===== src/rtl/spi_config_bank.sv =====
// SPI (mode 0) addressed bank of shadow/active configuration registers for the VGA GPU.
// Optional burst mode with address auto-increment: define SPI_AUTOINC_EN.
module spi_config_bank #(
   parameter int               N_REGS          = 8,
   parameter int               REG_W           = 32,
   parameter logic [REG_W-1:0] RST_REG0        = REG_W'(32'hBBFC0000),
   parameter bit               UPDATE_ON_FRAME = 1'b1
) (
   input  logic                      clk,
   input  logic                      rst_n,
   input  logic                      sclk,
   input  logic                      mosi,
   input  logic                      ss_n,
   output logic                      miso,
   input  logic                      frame_start,
   output logic [N_REGS*REG_W-1:0]   config_flat,
   output logic                      busy,
   output logic                      err
);

   localparam int AW = (N_REGS > 1) ? $clog2(N_REGS) : 1;
   localparam int CW = $clog2(REG_W);
`ifdef SPI_AUTOINC_EN
   localparam bit AUTOINC = 1'b1;
`else
   localparam bit AUTOINC = 1'b0;
`endif

   typedef enum logic [1:0] {S_IDLE, S_CMD, S_DATA, S_DRAIN} state_t;

   state_t           r_state, w_next;
   logic [2:0]       r_sclk_s, r_ss_s;
   logic [1:0]       r_mosi_s, r_fill;
   logic             r_armed;
   logic [CW-1:0]    r_bitcnt;
   logic [REG_W-1:0] r_rx, r_tx;
   logic             r_wr, r_miso, r_err, r_commit;
   logic [6:0]       r_addr, r_commit_addr;
   logic [REG_W-1:0] r_shadow [N_REGS];
   logic [REG_W-1:0] w_active [N_REGS];

   logic       w_sclk_rise, w_sclk_fall, w_ss_rise, w_ss_fall, w_mosi;
   logic [7:0] w_cmd;
   logic       w_addr_ok, w_cmd_done, w_word_done;
   logic [6:0] w_next_addr;
   logic       w_shift_en, w_tx_drive, w_commit_set, w_err_set;

   // Select is only honoured after it has been seen high once since reset, so a
   // transfer interrupted by reset is ignored until ss_n is released.
   always_ff @(posedge clk) begin
      if (!rst_n) begin
         r_sclk_s <= '0;
         r_ss_s   <= '1;
         r_mosi_s <= '0;
         r_fill   <= '0;
         r_armed  <= 1'b0;
      end else begin
         r_sclk_s <= {r_sclk_s[1:0], sclk};
         r_ss_s   <= {r_ss_s[1:0], ss_n};
         r_mosi_s <= {r_mosi_s[0], mosi};
         r_fill   <= {r_fill[0], 1'b1};
         r_armed  <= r_armed | (r_fill[1] & r_ss_s[1]);
      end
   end

   assign w_sclk_rise = r_sclk_s[1] & ~r_sclk_s[2];
   assign w_sclk_fall = ~r_sclk_s[1] & r_sclk_s[2];
   assign w_ss_rise   = r_ss_s[1] & ~r_ss_s[2];
   assign w_ss_fall   = r_armed & r_ss_s[2] & ~r_ss_s[1];
   assign w_mosi      = r_mosi_s[1];
   assign busy        = r_fill[1] & ~r_ss_s[1];

   assign w_cmd       = {r_rx[6:0], w_mosi};
   assign w_addr_ok   = ({1'b0, w_cmd[6:0]} < 8'(N_REGS));
   assign w_cmd_done  = (r_state == S_CMD)  && w_sclk_rise && (r_bitcnt == CW'(7));
   assign w_word_done = (r_state == S_DATA) && w_sclk_rise && (r_bitcnt == CW'(REG_W-1));
   assign w_next_addr = (r_addr == 7'(N_REGS-1)) ? 7'd0 : r_addr + 7'd1;

   always_ff @(posedge clk) begin
      if (!rst_n) r_state <= S_IDLE;
      else        r_state <= w_next;
   end

   always_comb begin
      w_next = r_state;
      if (w_ss_rise) begin
         w_next = S_IDLE;
      end else begin
         case (r_state)
            S_IDLE:  if (w_ss_fall) w_next = S_CMD;
            S_CMD:   if (w_cmd_done) w_next = w_addr_ok ? S_DATA : S_DRAIN;
            S_DATA:  if (w_word_done && !AUTOINC) w_next = S_DRAIN;
            default: w_next = r_state;
         endcase
      end
   end

   always_comb begin
      w_shift_en   = w_sclk_rise && ((r_state == S_CMD) || (r_state == S_DATA));
      w_tx_drive   = w_sclk_fall && (r_state == S_DATA) && !r_wr;
      w_commit_set = w_word_done && r_wr && !w_ss_rise;
      w_err_set    = w_cmd_done && !w_addr_ok && !w_ss_rise;
   end

   always_ff @(posedge clk) begin
      if (!rst_n) begin
         r_bitcnt      <= '0;
         r_rx          <= '0;
         r_tx          <= '0;
         r_wr          <= 1'b0;
         r_addr        <= '0;
         r_miso        <= 1'b0;
         r_err         <= 1'b0;
         r_commit      <= 1'b0;
         r_commit_addr <= '0;
      end else begin
         if ((r_state == S_IDLE) && w_ss_fall)  r_bitcnt <= '0;
         else if (w_cmd_done || w_word_done)    r_bitcnt <= '0;
         else if (w_shift_en)                   r_bitcnt <= r_bitcnt + CW'(1);

         if (w_shift_en) r_rx <= {r_rx[REG_W-2:0], w_mosi};

         if (w_cmd_done) begin
            r_wr   <= w_cmd[7];
            r_addr <= w_cmd[6:0];
         end else if (w_word_done && AUTOINC) begin
            r_addr <= w_next_addr;
         end

         // Read data is staged at the last command rise so the MSB leaves on the following fall.
         if (w_cmd_done)
            r_tx <= (w_addr_ok && !w_cmd[7]) ? r_shadow[w_cmd[AW-1:0]] : '0;
         else if (w_word_done && !r_wr)
            r_tx <= r_shadow[w_next_addr[AW-1:0]];
         else if (w_tx_drive)
            r_tx <= {r_tx[REG_W-2:0], 1'b0};

         if ((r_state != S_DATA) || r_wr) r_miso <= 1'b0;
         else if (w_tx_drive)             r_miso <= r_tx[REG_W-1];

         r_commit      <= w_commit_set;
         r_commit_addr <= r_addr;
         r_err         <= w_err_set;
      end
   end

   always_ff @(posedge clk) begin
      if (!rst_n) begin
         for (int i = 0; i < N_REGS; i++) r_shadow[i] <= (i == 0) ? RST_REG0 : '0;
      end else if (r_commit) begin
         r_shadow[r_commit_addr[AW-1:0]] <= r_rx;
      end
   end

   generate
      if (UPDATE_ON_FRAME) begin : g_frame
         logic [REG_W-1:0] r_active [N_REGS];
         // Non-blocking copy: a commit in the same clk as frame_start waits for the next frame.
         always_ff @(posedge clk) begin
            if (!rst_n) begin
               for (int i = 0; i < N_REGS; i++) r_active[i] <= (i == 0) ? RST_REG0 : '0;
            end else if (frame_start) begin
               r_active <= r_shadow;
            end
         end
         assign w_active = r_active;
      end else begin : g_direct
         assign w_active = r_shadow;
      end
   endgenerate

   always_comb begin
      config_flat = '0;
      for (int i = 0; i < N_REGS; i++) config_flat[i*REG_W +: REG_W] = w_active[i];
   end

   assign miso = r_miso;
   assign err  = r_err;

endmodule

===== config.mk =====
export PLATFORM = sky130hd
export DESIGN_NAME = spi_config_bank
export DESIGN_NICKNAME = d
export VERILOG_FILES = /design/src/rtl/spi_config_bank.sv
export SDC_FILE = /design/constraint.sdc
export NUM_CORES = 1
export LEC_CHECK = 0
export CELL_PAD_IN_SITES_DETAIL_PLACEMENT = 1
export CELL_PAD_IN_SITES_GLOBAL_PLACEMENT = 2
export CORE_ASPECT_RATIO = 1.2
export CORE_MARGIN = 3
export CORE_UTILIZATION = 35
export DETAILED_ROUTE_END_ITERATION = 8
export PLACE_DENSITY = 0.79
export SLEW_MARGIN = 10
export SYNTH_ARGS = -nofsm -noshare
export SYNTH_HDL_FRONTEND = slang
export SYNTH_SLANG_ARGS = --single-unit
export TNS_END_PERCENT = 1

===== constraint.sdc =====
create_clock -name clk -period 2.4 [get_ports clk]
set_input_delay 0.6 -clock clk [delete_from_list [all_inputs] [get_ports clk]]
set_output_delay 0.6 -clock clk [all_outputs]
set_load 0.03 [all_outputs]

After elaboration in Yosys (flattened, before gate mapping)
Cells that the tools add are included.

word-level totals
  memories = 0
  word-level logic and storage cells = 113
  ROM bits = 0
  register bits = 608
  output and inout port bits = 259
  RAM bits = 0
  latch bits = 0
  input bits = 6

operators by class
  shifts and indexed selects = 0
  reduce and logical (&&, ||, !) cells = 29
  div/mod/pow operators = 0
  add/subtract/negate cells = 2
  equality and inequality tests = 9
  bitwise operators = 16
  order comparisons = 5
  muxes and demuxes = 20
  multipliers = 0

operators with widths
  cell                                                                    number
  32-bit 2-to-1 mux                                                       9
  256-bit bitwise mux                                                     1
  32-bit binary-select mux with 3-bit select                              2
  32-bit demux with 3-bit select                                          1
  1-bit logical AND                                                       15
  4-bit >= comparator (second input constant)                             3
  3-bit inverter with 4-bit output                                        3
  2-bit != test (second input constant)                                   4
  1-bit bitwise AND                                                       7
  7-bit by 3-bit equality test with 1-bit output (second input constant)  1
  7-bit by 4-bit < comparator with 1-bit output (second input constant)   1
  2-bit 2-to-1 mux                                                        3
  2-bit case mux with 3 select lines                                      1
  3-bit nonzero test                                                      2
  5-bit by 1-bit adder with 5-bit output (second input constant)          1
  5-bit by 3-bit equality test with 1-bit output (second input constant)  1
  5-bit equality test (second input constant)                             1
  1-bit inverter                                                          5
  1-bit zero test                                                         4
  4-bit by 1-bit < comparator with 1-bit output (second input constant)   1
  4-bit AND reduction                                                     1
  2-bit OR reduction                                                      2
  3-bit by 1-bit adder with 3-bit output (second input constant)          1
  1-bit logical OR                                                        3
  other kinds (7)                                                         8

Logic depth before layout (Yosys ltp)
Gate-level depths: netlist of run 1.

  depth in word-level cells = 8
  depth in mapped cells = 10
  gate-level depth less buffers = 8

Worst setup path before layout of run 1
Ideal clock, no wire load.

  path kind = register to register
  start point = register r_rx[0]
  end point = register r_tx[27]
  cell stages (with the launch flop) = 8
  slack = 227 ps
  path buffers = 2
  setup time = 136 ps
  data required time = 2,264 ps
  clock period less this slack = 2,173 ps
  arrival time = 2,037 ps
  cell sequence = dfxtp_1 -> buf_2 -> buf_2 -> mux4_2 -> mux2i_1 -> nor2_1 -> a2111oi_0 -> a211oi_1

between the ends
  word-level cells in the longest chain between the ends = 6
  elaborated cells on any way between the ends = 8
  classes of those cells = 1 x order compare; 5 x mux; 1 x bitwise; 1 x reduce/logical

RTL lines
  what                                                    line  source
  start: declaration                                      36    logic [REG_W-1:0] r_rx, r_tx;
  start signal: assignment                                121   if (w_shift_en) r_rx <= {r_rx[REG_W-2:0], w_mosi};
  3-bit inverter with 4-bit output (implied by the code)  132   r_tx <= (w_addr_ok && !w_cmd[7]) ? r_shadow[w_cmd[AW-1:0]] : '0;
  32-bit binary-select mux with 3-bit select              132
  32-bit 2-to-1 mux (implied by the code) (2 in series)   132
  32-bit 2-to-1 mux *                                     132
  32-bit 2-to-1 mux *                                     131   if (w_cmd_done)
  end signal: assignment                                  132
  end signal: assignment                                  134   r_tx <= r_shadow[w_next_addr[AW-1:0]];
  end signal: assignment                                  136   r_tx <= {r_tx[REG_W-2:0], 1'b0};
  end: declaration                                        36

Every way passes the cells marked *; elsewhere a longest branch is shown, timed or not. The select of a mux whose other input is x is not followed.
A chain may end at the register's enable or synchronous reset.

Final worst setup path of run 1
  start point = register g_frame.r_active, in the netlist config_flat[223]
  end point = output config_flat[223]

RTL lines
  what                      line  source
  start: declaration        157   logic [REG_W-1:0] r_active [N_REGS];
  start signal: assignment  163   r_active <= r_shadow;
  end: declaration          16    output logic [N_REGS*REG_W-1:0] config_flat,

No word-level cell between the ends.

==> results.cfg, run 1 <==
[synthesis]
seq_area_frac_synth_pct = 46.1
postSynthAreaPerCell_sq_um = 8.79
syn_inst = 3003
syn_nets = 3016
ys_types = 43
ys_ff_latch = 608
netlist_area_sq_um = 26400
synth_warnings = 0

[worst_setup_path]
cp_slowest_cell = clkdlybuf4s50_1
cp-end-kind = primary output
required_ps = 1800
worst-path-max-fanout = 2
critical_path_class = reg -> out
timing.critical_path.buf_inv = 1
path_cells = clkdlybuf4s50_1
cp_slowest_stage_delay_ps = 720
worstSetupStartpointType = flop
critPathArrivalTime_ps = 1760
cp_top_family = buffers and inverters

[power_and_ir_drop]
powerDensity_nw_per_um2 = 643
seqPwrFrac_pct = 47.3
vdd_drop_max_uv = 500
p_leak_nw = 12.5
p_int_mw = 16.7
power_frac_comb_pct = 2.9
power_switching_mw = 4.66
swShare_pct = 21.8
clkPwrFrac_pct = 49.8

[clock_network]
insertion_delay_ps = 600
ctsHoldBuffers = 0
cts_tree = yes
htreeDepth = 3
cts-root-buf = clkbuf_16
clock-sinks = 608
cts_made_buffers = 68
path_clk_slew_ps = 60
clock_path_buffers = 3

[detailed_routing]
dr_wl_met3_um = 4770
routed_wl_um = 103000
met2_wirelength_um = 51600
antenna_left = 0
vias = 23500
drtIter0Drc = 1465
viasPerCell = 5.55
met1Wirelength_um = 42700
first_pass_iters = 5
drc = 0
topRoutingLayerUsed = met4
wl_per_cell_um = 24.3

[grt]
grt_start_max_net_pins = 102
track_usage_pct = 25.4
grt_pass1_vias = 24976
antenna_found_initial = 1
globalRouteOverflowTotal = 0
grt_pass1_wl_um = 155000

[hold_path]
hp-class = in -> reg

[timing]
tns_ps = 0
fmax_mhz = 423
setup_viol = 0
tightest_slew_ps = 644
period_minus_slack_ps = 2360
fin_crit_sh_pct = 98.5
hold_viol = 0
whs_ps = 273
skew_ps = 23.5
slew_violations = 0
slew_headroom_pct = 56.6
grt_setup_unrepaired = true

[layout]
multi_input_area_sq_um = 13400
post-route-util_pct = 44.8
drive_above_1_share_pct = 11.1
fillers = 8467
final-seq-area_sq_um = 12200
syn2layout_area_growth_pct = 25.9
fin_area_sq_um = 33300
layout.nets = 3210

[die]
initial_utilization_pct = 35.6
fp.dieH_um = 307
fp.dieW_um = 257
io_pins = 265
placementRows = 109
core_sq_um = 74200
dieArea_sq_um = 78800

[placement]
dp_hpwl_um = 70900
port_buffers = 264
routabilityCongestion = 0.857
detailed_place.area_sq_um = 30800

[outcome]
status = finished clean

[run]
drv_cap = 0
## final timing paths
check / start / cells after the start / slack, ps / to
hold reg to reg: r_sclk_s[0] / 1 / 450 / r_sclk_s[1]
setup reg to reg: r_bitcnt[1] / 9 / 60 / r_tx[19]
hold / removal: rst_n / 2 / 270 / r_ss_s[2]
setup / recovery: config_flat[223] / 1 / 40 / config_flat[223]
## through the flow
stage	cells	power (mW)	setup slack [ps]
4_1_cts	4233	21.6	-15.5
6_report	4236	21.4	36.2
3_3_place_gp	4124	10.9	63.5
3_5_place_dp	4124	11.0	-192
5_1_grt	4236	22.1	-104
2_1_floorplan	3003	10.8	227
## registers in the layout, indices dropped and copies added (netlist names)
register       cells
config_flat      256
err                1
miso               1
r_addr             7
r_armed            1
r_bitcnt           5
r_commit           1
r_commit_addr      3
r_fill             2
r_mosi_s           2
r_rx              32
r_sclk_s           3
r_shadow         256
r_ss_s             3
r_state            2
r_tx              32
r_wr               1
## timing repair
| action | CTS | global route |
|---|---|---|
| gates resized for setup | 16 | 49 |
| endpoints found under the hold margin | 0 | 0 |
| setup buffers | 0 | 2 |
| pin swaps | 0 | 2 |
| endpoints found under the setup margin | 34 | 30 |
## routing by layer
| metal | GRT usage, % | vias to the layer above |
|---|---|---|
| li1 | - | 10721 |
| met4 | 10.1 | 0 |
| met1 | 30.7 | 11882 |
| met3 | 3.59 | 212 |
| met5 | 0 | - |
| met2 | 45.5 | 685 |
## cells in the mapped netlist, drive strengths merged
| library cell | count | area, sq um |
|---|---|---|
| nand2 | 621 | 2330 |
| nand4b | 2 | 17.5 |
| a21oi | 323 | 1620 |
| nor3 | 97 | 485 |
| nor4 | 1 | 6.26 |
| and4b | 1 | 10.0 |
| a21o | 1 | 7.51 |
| nor3b | 1 | 7.51 |
| a221oi | 32 | 280 |
| nor2 | 292 | 1100 |
| and3 | 32 | 200 |
| and2 | 10 | 62.6 |
| o21ai | 35 | 175 |
| clkbuf | 245 | 920 |
| nor2b | 37 | 231 |
| o311ai | 1 | 8.76 |
| or2 | 2 | 12.5 |
| a211oi | 63 | 473 |
| nor4b | 1 | 23.8 |
| nand3 | 16 | 80.1 |
| xnor2 | 1 | 8.76 |
| a2111oi | 31 | 272 |
| o2bb2ai | 1 | 8.76 |
| and3b | 1 | 8.76 |
| nand3b | 4 | 30.0 |
| mux2i | 352 | 3520 |
| o2111ai | 1 | 8.76 |
| dfxtp | 608 | 12200 |
| buf | 34 | 184 |
| ha | 7 | 87.6 |
| inv | 9 | 33.8 |
| nand2b | 38 | 238 |
| xor2 | 3 | 26.3 |
| mux4 | 64 | 1440 |
| mux2 | 2 | 22.5 |
| nand4 | 2 | 12.5 |
| a211o | 31 | 272 |
| o32ai | 1 | 8.76 |
## cells in the final DEF (no fill, tap or decap), types with 18 or more instances in the layout
cell type / netlist / routed
nor2_1: 292 / 283
a221oi_1: 32 / 32
dfxtp_1: 608 / 604
nor2b_1: 37 / 36
a211o_1: 31 / 31
and3_1: 32 / 32
a21oi_1: 322 / 321
mux4_2: 64 / 64
nand2_1: 621 / 618
nand2b_1: 38 / 38
nor3_1: 97 / 95
mux2i_1: 352 / 352
clkbuf_16: 0 / 71
buf_4: 8 / 102
buf_12: 0 / 35
a211oi_1: 63 / 62
a2111oi_2: 0 / 18
o21ai_0: 35 / 35
clkdlybuf4s50_1: 0 / 254
## kinds of logic after synthesis
logic type | synth area share [%]
multiplexers | 18.9
flip-flops | 46.1
adder cells (fa/ha/maj) | 0.332
AO/OA/AOI/OAI | 11.9
buffers and inverters | 4.31
AND/OR/NAND/NOR | 18.4
XOR/XNOR | 0.133
## layout make-up
cell class              count  share of cell area [%]
clock inverters            15                   0.730
diodes                      1                 0.00753
flip-flops and latches    608                    36.6
clock buffers              94                    5.99
inverters                   9                   0.124
well taps                 999                    3.76
multi-input cells        2107                    40.3
repair buffers            403                    12.4
## power groups by stage
| stage | registers, mW | clock network, mW | logic [mW] |
|---|---|---|---|
| 2_1_floorplan | 10.3 | 0 | 0.412 |
| 3_3_place_gp | 10.3 | 0 | 0.596 |
| 3_5_place_dp | 10.3 | 0 | 0.609 |
| 4_1_cts | 10.1 | 10.9 | 0.612 |
| 5_1_grt | 10.1 | 11.3 | 0.650 |
| 6_report | 10.1 | 10.7 | 0.610 |
Power figures use the tool's default switching activity.
==> run 2, diff against run 1 <==
--- a/config.mk
+++ b/config.mk
@@ -9,9 +9,9 @@
 export CELL_PAD_IN_SITES_GLOBAL_PLACEMENT = 2
 export CORE_ASPECT_RATIO = 1.2
 export CORE_MARGIN = 3
-export CORE_UTILIZATION = 35
+export CORE_UTILIZATION = 32
 export DETAILED_ROUTE_END_ITERATION = 8
-export PLACE_DENSITY = 0.79
+export PLACE_DENSITY = 0.77
 export SLEW_MARGIN = 10
 export SYNTH_ARGS = -nofsm -noshare
 export SYNTH_HDL_FRONTEND = slang
==> constraint.sdc (replaced) <==
create_clock -name clk -period 2.1 [get_ports clk]
set_input_delay 0.525 -clock clk [delete_from_list [all_inputs] [get_ports clk]]
set_output_delay 0.525 -clock clk [all_outputs]
set_load 0.03 [all_outputs]
==> results.cfg, run 2 (synthesis results as in run 1) <==
[worst_setup_path]
cp-end-kind = flop
worst-path-max-fanout = 8
r2r-start = r_bitcnt[1]
r2r_slack_ps = -160
crit_start = r_bitcnt[1]
timing.rr.end = r_tx[10]
critPathArrivalTime_ps = 2800
required_ps = 2630
crit_end = r_tx[10]
worstSetupStartpointType = flop
critical_path_class = reg -> reg
rr_worst_depth = 12

[outcome]
status = complete, but fails checks
violations = setup timing

[timing]
slew_headroom_pct = 57.7
finalWorstSetupSlack_ps = -162
fin_crit_sh_pct = 108
slew_violations = 0
skew_ps = 34.7
fmax_mhz = 442
tightest_slew_ps = 634
whs_ps = 183
grt_setup_unrepaired = true
period_minus_slack_ps = 2260
hold_viol = 0
setup_viol = 31

[layout]
fillers = 9234
layout.nets = 3278
fin_area_sq_um = 33900
final-seq-area_sq_um = 12200
drive_above_1_share_pct = 13.9
mostFrequentLayoutCell = nand2_1
final_cell_mix = nand2_1 (614), dfxtp_1 (602), mux2i_1 (351)
instances_no_fill = 4355
syn2layout_area_growth_pct = 28.5
multi_input_area_sq_um = 13600

[placement]
place_ws_ps = -342
port_buffers = 264
routabilityCongestion = 0.831
dp_hpwl_um = 71400
detailed_place.area_sq_um = 31600
placed_cells = 4231

[die]
dieArea_sq_um = 86000
core_sq_um = 81200
fp.dieH_um = 321
initial_utilization_pct = 32.5
fp.dieW_um = 268
placementRows = 114
io_pins = 265

[grt]
track_usage_pct = 24.3
globalRouteOverflowTotal = 0
grt_pass1_wl_um = 160000
antenna_found_initial = 3
grt_pass1_vias = 25377
grt_start_max_net_pins = 67

[power_and_ir_drop]
total_power_mw = 24.4
powerDensity_nw_per_um2 = 719
p_leak_nw = 14.0
vdd_drop_max_uv = 473

[clock_network]
clock-sinks = 608
insertion_delay_ps = 630
clock_path_buffers = 3
cts-root-buf = clkbuf_16
cts_made_buffers = 67
path_clk_slew_ps = 60
cts_tree = yes
ctsHoldBuffers = 0
htreeDepth = 3

[run]
drv_cap = 0

[detailed_routing]
routed_wl_um = 107000
drtIter0Drc = 1610
wl_per_cell_um = 24.5
antenna_left = 0
viasPerCell = 5.51
first_pass_iters = 5
vias = 23996
drc = 0

[hold_path]
hp-class = in -> reg
[run 2: changes by cell type in the layout (fill, tap and decap cells not counted), sizes merged]
| cell | change |
|---|---|
| clkdlybuf4s15 | +1 |
| dlymetal6s2s | -2 |
| dlygate4sd2 | +252 |
| clkinv | +8 |
| clkbuf | -1 |
| clkinvlp | -2 |
| inv | +1 |
| buf | +68 |
| clkdlybuf4s50 | -251 |
[run 2: how the worst min path moves through the flow]
stage	start	to	slack, ps	cells after the start
floorplan	r_ss_s[0]	r_ss_s[1]	390	1
global placement	r_ss_s[0]	r_ss_s[1]	410	1
detailed placement	r_ss_s[0]	r_ss_s[1]	410	1
CTS	rst_n	r_ss_s[2]	150	2
global route	rst_n	r_ss_s[2]	190	2
finish	rst_n	r_ss_s[2]	180	2
[run 2: report_power, final]
| part | internal, mW | switching (mW) |
|---|---|---|
| clock | 7.11 | 4.97 |
| combinational | 0.302 | 0.459 |
| sequential | 11.5 | 0.0166 |
| total | 19.0 | 5.44 |
[run 2: metal layers]
layer	wire (um)	part of all wire (%)	track usage, %
met5	0	0	0
met4	3710	3.5	9.53
met3	5160	4.8	3.52
met2	53100	50	42.7
met1	44600	42	29.9
[run 2: final cells by class]
| type | instances | share of cell area [%] |
|---|---|---|
| multi-input combinational | 2107 | 40.1 |
| clock inverter | 22 | 0.815 |
| inverter | 9 | 0.122 |
| clock buffer | 92 | 5.64 |
| timing repair buffer | 472 | 13.6 |
| sequential | 608 | 35.9 |
| antenna | 1 | 0.00738 |
| tap | 1044 | 3.85 |
[run 2: worst max-delay path, cell delays in order, from the launching register on]
cell	delay, ps
dfxtp_2	360
ha_4	140
and3_4	190
ha_4	120
nand3b_1	140
or2_4	310
buf_6	120
nor2_4	130
buf_12	140
buf_12	150
buf_6	110
a2111oi_4	50
a211oi_1	210
[run 2: through the flow]
stage / utilization (%) / TNS (ps)
floorplan: - / -850
global placement: 38.9 / -3560
detailed placement: 38.9 / -7490
CTS: 41.3 / -2320
global route: 41.8 / -5250
finish: 41.8 / -2860
[run 2: repair_timing]
item / in CTS / in global routing
gates resized for setup: 292 / 69
setup buffers: 0 / 7
pin swaps: 28 / 10
endpoints found under the setup margin: 291 / 35
cloned: 0 / 2
==> run 3, diff against run 2 <==
--- a/config.mk
+++ b/config.mk
@@ -11,7 +11,7 @@
 export CORE_MARGIN = 3
 export CORE_UTILIZATION = 32
 export DETAILED_ROUTE_END_ITERATION = 8
-export PLACE_DENSITY = 0.77
+export PLACE_DENSITY_LB_ADDON = 0.08
 export SLEW_MARGIN = 10
 export SYNTH_ARGS = -nofsm -noshare
 export SYNTH_HDL_FRONTEND = slang
==> results.cfg, run 3 (synthesis results as in run 1) <==
[layout]
syn2layout_area_growth_pct = 31.0
drive_above_1_share_pct = 15.4
insertedDiodeCount = 0
layout.nets = 3317
fillers = 9161
final_cell_mix = nand2_1 (614), dfxtp_1 (601), mux2i_1 (349)
mostFrequentLayoutCell = nand2_1

[power_and_ir_drop]
p_leak_nw = 14.4
powerDensity_nw_per_um2 = 729
power_frac_comb_pct = 3.0
total_power_mw = 25.2
swShare_pct = 21.9
p_int_mw = 19.7
power_switching_mw = 5.52
clkPwrFrac_pct = 51.2
seqPwrFrac_pct = 45.9
vdd_drop_max_uv = 559

[timing]
slew_violations = 0
tightest_slew_ps = 1230
period_minus_slack_ps = 2170
finalWorstSetupSlack_ps = -69.7
skew_ps = 26.9
fmax_mhz = 461
slew_headroom_pct = 17.7
setup_viol = 26
hold_viol = 0
fin_crit_sh_pct = 103
whs_ps = 251
grt_setup_unrepaired = true

[outcome]
violations = setup timing
status = complete, but fails checks

[worst_setup_path]
worst-path-max-fanout = 12
cp-end-kind = flop
critical_path_class = reg -> reg
worstSetupStartpointType = flop
critPathArrivalTime_ps = 2670
path_cells = buf_12 -> clkbuf_16 -> mux4_2 -> mux2i_1 -> buf_4 -> nor2_1 -> a2111oi_1 -> a211oi_1
cp_top_family = multiplexers
required_ps = 2600
cp_slowest_cell = mux4_2
cp_slowest_stage_delay_ps = 520
timing.critical_path.buf_inv = 3

[die]
core_sq_um = 81200
dieArea_sq_um = 86000
fp.dieH_um = 321
fp.dieW_um = 268
initial_utilization_pct = 32.5
io_pins = 265
placementRows = 114

[detailed_routing]
routed_wl_um = 111000
drc = 0
drtIter0Drc = 1410
dr_wl_met3_um = 5090
topRoutingLayerUsed = met5
vias = 23888
wl_per_cell_um = 25.3
first_pass_iters = 5
viasPerCell = 5.43
met2_wirelength_um = 54400
antenna_left = 0
met1Wirelength_um = 47600

[grt]
grt_pass1_vias = 24774
antenna_found_initial = 3
track_usage_pct = 25.0
globalRouteOverflowTotal = 0
grt_start_max_net_pins = 114
grt_pass1_wl_um = 162000

[clock_network]
cts_tree = yes
htreeDepth = 3
cts-root-buf = clkbuf_16
clock-sinks = 608
path_clk_slew_ps = 70
cts_made_buffers = 69
insertion_delay_ps = 620
clock_path_buffers = 3

[placement]
routabilityCongestion = 0.815
place_ws_ps = -250
port_buffers = 264
dp_hpwl_um = 73200

[run]
drv_cap = 0

[hold_path]
hp-class = in -> reg
run 3: cell type report:
| type | instances | area (sq um) | area share (%) |
|---|---|---|---|
| clock buffers | 105 | 2140 | 6.18 |
| multi-input cells | 2108 | 13600 | 39.4 |
| well taps | 1044 | 1310 | 3.78 |
| flip-flops and latches | 608 | 12200 | 35.2 |
| repair buffers | 508 | 5030 | 14.6 |
| clock inverters | 15 | 260 | 0.752 |
| inverters | 9 | 41.3 | 0.119 |
run 3: final timing paths:
kind	cells past startpoint	from	to	slack [ps]
setup / recovery	8	r_rx[0]	r_tx[17]	-70
hold / removal	2	rst_n	r_ss_s[2]	250
hold reg to reg	1	r_ss_s[0]	r_ss_s[1]	410
setup reg to reg	8	r_rx[0]	r_tx[17]	-70
run 3: power groups by stage:
stage	Combinational [mW]	Sequential [mW]	Clock, mW
floorplan	0.471	11.8	0
global placement	0.724	11.8	0
detailed placement	0.733	11.8	0
finish	0.745	11.6	12.9
CTS	0.737	11.6	13.3
global route	0.796	11.6	13.7
run 3: timing repair:
| item | in CTS | in global routing |
|---|---|---|
| resized for setup | 315 | 79 |
| setup buffers | 0 | 21 |
| hold buffers | 0 | 0 |
| pin swaps | 3 | 18 |
| setup endpoints to repair | 292 | 34 |
| cloned | 0 | 4 |
run 3: through the flow:
| stage | setup TNS (ps) | cell area, sq um | cells | utilization (%) |
|---|---|---|---|---|
| final | -765 | 34600 | 4397 | 42.6 |
| after global routing | -3370 | 34600 | 4397 | 42.6 |
| after CTS | -468 | 34000 | 4372 | 41.8 |
| after detailed placement | -5100 | 31800 | 4252 | 39.1 |
| after global placement | -3160 | 31800 | 4252 | 39.1 |
| after floorplan | -850 | 26400 | 3003 | - |
run 3: layer usage:
layer,up-vias,GRT usage (%)
li1,10963,-
met1,12055,31.3
met2,655,43.0
met3,213,4.24
met4,2,9.09
met5,-,0
